[config.mk]
export PLATFORM = sky130hd
export DESIGN_NAME = guess_hint_evaluator
export DESIGN_NICKNAME = d
export VERILOG_FILES = /design/src/rtl/guess_hint_evaluator.sv
export SDC_FILE = /design/constraint.sdc
export NUM_CORES = 1
export LEC_CHECK = 0
export ABC_AREA = 1
export BUFFER_PORTS_ARGS = -buffer_cell sky130_fd_sc_hd__buf_2
export CORE_AREA = 5 5 141 277
export CTS_CLUSTER_SIZE = 24
export DETAILED_ROUTE_END_ITERATION = 7
export DIE_AREA = 0 0 146 282
export HOLD_SLACK_MARGIN = 0.12
export PLACE_DENSITY = 0.66
export SKIP_CTS_REPAIR_TIMING = 1
export SLEW_MARGIN = 40
export SYNTH_ARGS = -nofsm -noshare
export SYNTH_HDL_FRONTEND = slang
export SYNTH_SLANG_ARGS = --single-unit
[constraint.sdc]
create_clock -name clk -period 3.8 [get_ports clk]
set_clock_uncertainty 0.05 [all_clocks]
set_input_delay 0.19 -clock clk [delete_from_list [all_inputs] [get_ports clk]]
set_output_delay 0.19 -clock clk [all_outputs]
set_load 0.02 [all_outputs]
[src/rtl/guess_hint_evaluator.sv]
// Mastermind hint scorer: counts exact (green) and colour-only (yellow)
// matches of a latched guess against a latched secret, one pin per cycle.
module guess_hint_evaluator #(
  parameter int PIN_COLOR_W = 5,
  parameter int PIN_POS_W   = 5,
  parameter int MAX_PINS    = 20
) (
  input  logic                            clk,
  input  logic                            nrst,
  input  logic                            start,
  input  logic [PIN_POS_W-1:0]            pins_count,
  input  logic [MAX_PINS*PIN_COLOR_W-1:0] guess,
  input  logic [MAX_PINS*PIN_COLOR_W-1:0] secret,
  output logic                            busy,
  output logic                            done,
  output logic [PIN_POS_W-1:0]            green,
  output logic [PIN_POS_W-1:0]            yellow,
  output logic [MAX_PINS-1:0]             analyzed_guess,
  output logic [MAX_PINS-1:0]             analyzed_secret
);

  typedef enum logic [1:0] {
    S_IDLE,
    S_GREEN,
    S_YELLOW,
    S_DONE
  } state_t;

  localparam logic [PIN_POS_W-1:0] MaxN = PIN_POS_W'(MAX_PINS);

  state_t                          state_q, state_d;
  logic [MAX_PINS*PIN_COLOR_W-1:0] guess_q, guess_d;
  logic [MAX_PINS*PIN_COLOR_W-1:0] secret_q, secret_d;
  logic [PIN_POS_W-1:0]            n_q, n_d;
  logic [PIN_POS_W-1:0]            i_q, i_d;
  logic [PIN_POS_W-1:0]            green_q, green_d;
  logic [PIN_POS_W-1:0]            yellow_q, yellow_d;
  logic [MAX_PINS-1:0]             ag_q, ag_d;
  logic [MAX_PINS-1:0]             as_q, as_d;

  logic [PIN_COLOR_W-1:0] g_pin [MAX_PINS];
  logic [PIN_COLOR_W-1:0] s_pin [MAX_PINS];

  for (genvar k = 0; k < MAX_PINS; k++) begin : g_unpack
    assign g_pin[k] = guess_q[k*PIN_COLOR_W +: PIN_COLOR_W];
    assign s_pin[k] = secret_q[k*PIN_COLOR_W +: PIN_COLOR_W];
  end

  logic [PIN_POS_W-1:0] n_clamp;
  logic                 last;
  logic                 hit;
  logic [PIN_POS_W-1:0] hit_j;

  assign n_clamp = (pins_count > MaxN) ? MaxN : pins_count;
  assign last    = (i_q == n_q - 1'b1);

  // Descending scan so the lowest free matching secret pin wins.
  always_comb begin
    hit   = 1'b0;
    hit_j = '0;
    for (int j = MAX_PINS - 1; j >= 0; j--) begin
      if (j < int'(n_q) && !as_q[j] && s_pin[j] == g_pin[i_q]) begin
        hit   = 1'b1;
        hit_j = PIN_POS_W'(j);
      end
    end
  end

  always_comb begin
    state_d  = state_q;
    guess_d  = guess_q;
    secret_d = secret_q;
    n_d      = n_q;
    i_d      = i_q;
    green_d  = green_q;
    yellow_d = yellow_q;
    ag_d     = ag_q;
    as_d     = as_q;
    unique case (state_q)
      S_IDLE: begin
        if (start) begin
          guess_d  = guess;
          secret_d = secret;
          n_d      = n_clamp;
          i_d      = '0;
          green_d  = '0;
          yellow_d = '0;
          ag_d     = '0;
          as_d     = '0;
          state_d  = (n_clamp != '0) ? S_GREEN : S_DONE;
        end
      end
      S_GREEN: begin
        if (g_pin[i_q] == s_pin[i_q]) begin
          green_d  = green_q + 1'b1;
          ag_d[i_q] = 1'b1;
          as_d[i_q] = 1'b1;
        end
        if (last) begin
          i_d     = '0;
          state_d = S_YELLOW;
        end else begin
          i_d = i_q + 1'b1;
        end
      end
      S_YELLOW: begin
        if (!ag_q[i_q] && hit) begin
          yellow_d    = yellow_q + 1'b1;
          ag_d[i_q]   = 1'b1;
          as_d[hit_j] = 1'b1;
        end
        if (last) begin
          i_d     = '0;
          state_d = S_DONE;
        end else begin
          i_d = i_q + 1'b1;
        end
      end
      S_DONE: state_d = S_IDLE;
      default: state_d = S_IDLE;
    endcase
  end

  always_ff @(posedge clk or negedge nrst) begin
    if (!nrst) begin
      state_q  <= S_IDLE;
      guess_q  <= '0;
      secret_q <= '0;
      n_q      <= '0;
      i_q      <= '0;
      green_q  <= '0;
      yellow_q <= '0;
      ag_q     <= '0;
      as_q     <= '0;
    end else begin
      state_q  <= state_d;
      guess_q  <= guess_d;
      secret_q <= secret_d;
      n_q      <= n_d;
      i_q      <= i_d;
      green_q  <= green_d;
      yellow_q <= yellow_d;
      ag_q     <= ag_d;
      as_q     <= as_d;
    end
  end

  assign busy            = (state_q == S_GREEN) || (state_q == S_YELLOW);
  assign done            = (state_q == S_DONE);
  assign green           = green_q;
  assign yellow          = yellow_q;
  assign analyzed_guess  = ag_q;
  assign analyzed_secret = as_q;

endmodule

==> impl_results.md <==
* Run status: complete, but fails checks
* Failing checks: negative setup slack
* Post-synthesis mux area share at 0%
* #FFs+latches synth at 262
* Main combinational cell family by area after synthesis: simple AND/OR/NAND/NOR gates
* Register area share after synthesis at 45.4%
* Worst-Margin Slew at 1.03 ns
* Layout Cells excl Fill at 2947
* Antenna diodes at 0
* Synthesis-to-layout area growth at 40.5%
* CTS buffer count at 25
* Clock Tree Buf Depth at 3
* Synth Area in XOR/XNOR at 2.61%
* Row Count at 99
* Synthesis warning total at 0
* EDFF count, synth at 0
* Count of different cell masters after synthesis at 55
* CP Class: flip-flop to flip-flop
* R2R Path Start: i_q[2]
* Routed vias/inst at 5.39
* Post-placement cell area at 0.0171 sq mm
* Root Buffer: clkbuf_16
* Nets at 2696
* GR Util All Layers at 26.9%
* R2R Setup Slk at -0.03 ns
* Unrepaired setup endpoints after global routing: true
* Placed cells at 2686
* Critical Path AT at 4.26 ns
* Final hold vios at 0
* Compound-cell area share of the yosys netlist at 17.2%
* Syn avg cell area at 7.43 sq um
* Fmax achieved at 0.261 GHz
* Die area at 0.0412 sq mm
* Initial DRC count at 1098
* Most used DFF post-synth: dfrtp_1
* Ys async rst share at 100%
* Hold path cells at 5
* Post-place setup slack at -0.264 ns
* Hold WC Path Type: primary input to flip-flop
* VDD IR-drop max at 0.000577 V
* Clock latency on the worst-skew pair at 0.56 ns
* Worst Path Required at 4.23 ns
* Core area at 0.0365 sq mm
* Fin worst setup slack at -0.0284 ns
* Synth Area in Adders at 1.13%
* Setup violations, final at 1
* Synth Instances at 1945
* HP Start: start
* Layout cells sized above 1 at 20.2%
* Initial Util at 39.5%
* Reg2reg end: analyzed_secret[13]
* Ports at 260
* Post-Syn Area at 0.0144 sq mm
* Die W at 146 um
* Vias at 15900
* DP HPWL at 44.3 mm
* Leak at 10.1 nW
* Htree depth at 1
* Reg2reg path depth at 23
* Maxcap violations at 0
* Critical path peak fanout at 12
* Final Max Tran Viols at 0
* Antenna violations before repair at 0
* Crit. End Element: flip-flop
* Die Y at 282 um
* CTS sink cnt at 262
* Critical path startpoint category: flip-flop
* Pwr dens at 1080 mW/mm^2
* Placer Congestion at 1.03
* Routed len/inst at 21.1 um
* Syn_nets at 2166
* First-pass GRT wire length at 85.2 mm
* Remaining Overflow, GRT at 0
* Worst Hold Path EP: secret_q[11]
* Pin count of the biggest net entering global routing at 111
* Slew margin rel. at 31.4%
* Buffers on Ports at 259
* Period utilization at 101%
* Post-Synth Simple-Gate Area at 25.2%
* CTS tree: built
* Vias in the first global route at 14900
* Minimum clock period at 3.83 ns
* Design Area, Final at 0.0203 sq mm
* Fillers at 3312
* DRC at 0
* DRT antenna net count at 0
* CTS clk-pin slew, worst paths at 0.07 ns
* Routed WL at 62.1 mm
* TritonRoute pass-1 iters at 5
-- layer usage --
layer,up-vias,part of all wire [%],global-route usage [%]
met4,0,7.5,15.4
met1,7459,33,27.8
met2,799,54,52.2
met5,-,0,0
met3,253,5.4,2.80
li1,7360,-,-
-- worst max path at each step --
stage,start,end,slack (ns),cells after the start
3_3_place_gp,i_q[3],analyzed_secret[9],-0.43,24
3_5_place_dp,i_q[2],analyzed_secret[9],-0.26,25
5_1_grt,i_q[2],analyzed_secret[17],-0.27,23
6_report,i_q[2],analyzed_secret[13],-0.03,23
4_1_cts,i_q[2],analyzed_secret[9],-0.30,25
2_1_floorplan,i_q[0],analyzed_guess[10],0.65,27
-- cell type report --
cell class | instances | area [sq um] | share of cell area, %
Sequential cell | 262 | 6560 | 32.3
Inverter | 192 | 744 | 3.67
Tap cell | 454 | 568 | 2.80
Timing Repair Buffer | 605 | 4760 | 23.5
Clock inverter | 13 | 176 | 0.869
Clock buffer | 32 | 682 | 3.36
Multi-Input combinational cell | 1389 | 6800 | 33.5
-- layout by cell type (no fill, tap or decap), types with 39 or more instances in the layout --
cell type,instances
o21ai_0,226
buf_4,106
nand3_1,60
dlygate4sd3_1,212
buf_2,258
dfrtp_1,259
nand2_1,577
nor2_1,150
a21oi_1,138
inv_1,181
xor2_1,39
-- power breakdown --
part	internal, mW	total (mW)	switching, mW
Combinational	5.37	14.1	8.76
Sequential	4.02	4.98	0.958
Clock	1.55	2.72	1.18
-- synthesized netlist by cell type (all sizes together), types with 3 or more instances --
master | number | share of area [%]
nor4 | 3 | 0.13
o21a | 10 | 0.52
o22ai | 19 | 0.82
buf | 49 | 2.1
nand2 | 591 | 16
inv | 190 | 5.0
xnor2 | 3 | 0.18
a211oi | 11 | 0.57
nor3b | 5 | 0.33
ha | 13 | 1.1
nor3 | 16 | 0.76
clkbuf | 53 | 1.4
a22oi | 4 | 0.21
o211ai | 4 | 0.21
dfrtp | 262 | 45
o21ai | 240 | 8.3
a21oi | 139 | 4.8
nand4 | 23 | 1.1
xor2 | 40 | 2.4
a221oi | 9 | 0.55
nand3 | 66 | 2.4
nor2 | 168 | 4.7
-- cells by family (layout without fill, tap and decap cells) --
logic type | Yosys count | in the layout
fa+ha+maj | 13 | 13
xor+xnor | 43 | 43
simple gates | 877 | 877
flops | 262 | 262
compound gates | 456 | 456
buf+inv | 294 | 842
-- worst max-delay path, cell delays in order (launching register included) --
cell and delay (ns):
dfrtp_2 0.45, inv_2 0.14, nand2_1 0.16, nor2_4 0.20, buf_4 0.17, nand2_1 0.07
nand2_1 0.13, inv_1 0.07, nand2_2 0.11, buf_6 0.19, o22ai_1 0.11, a221oi_2 0.21
buf_4 0.15, nand3_1 0.08, nand2_1 0.11, nor2_2 0.06, buf_4 0.12, o31ai_1 0.23
nand2_1 0.13, nor2_1 0.13, nand2_1 0.14, nor2_4 0.18, nand4_1 0.16, a21oi_1 0.17
-- registers in the layout (all words and copies together), names as in the netlist, 5 cells and up --
| register | cells |
|---|---|
| analyzed_secret | 20 |
| n_q | 5 |
| secret_q | 100 |
| green | 5 |
| guess_q | 100 |
| yellow | 5 |
| i_q | 5 |
| analyzed_guess | 20 |
-- per-stage QoR --
step | util (%) | hold WS (ns) | total power, mW | TNS (ns)
6_report | 55.5 | 0.233 | 21.8 | -0.0284
5_1_grt | 55.5 | 0.264 | 23.2 | -6.63
4_1_cts | 49.1 | -0.530 | 20.9 | -6.60
3_5_place_dp | 46.7 | 0.0474 | 18.2 | -5.00
3_3_place_gp | 46.7 | 0.232 | 18.0 | -12.17
2_1_floorplan | - | -0.156 | 12.4 | 0
(Power assumes the default switching activity.)
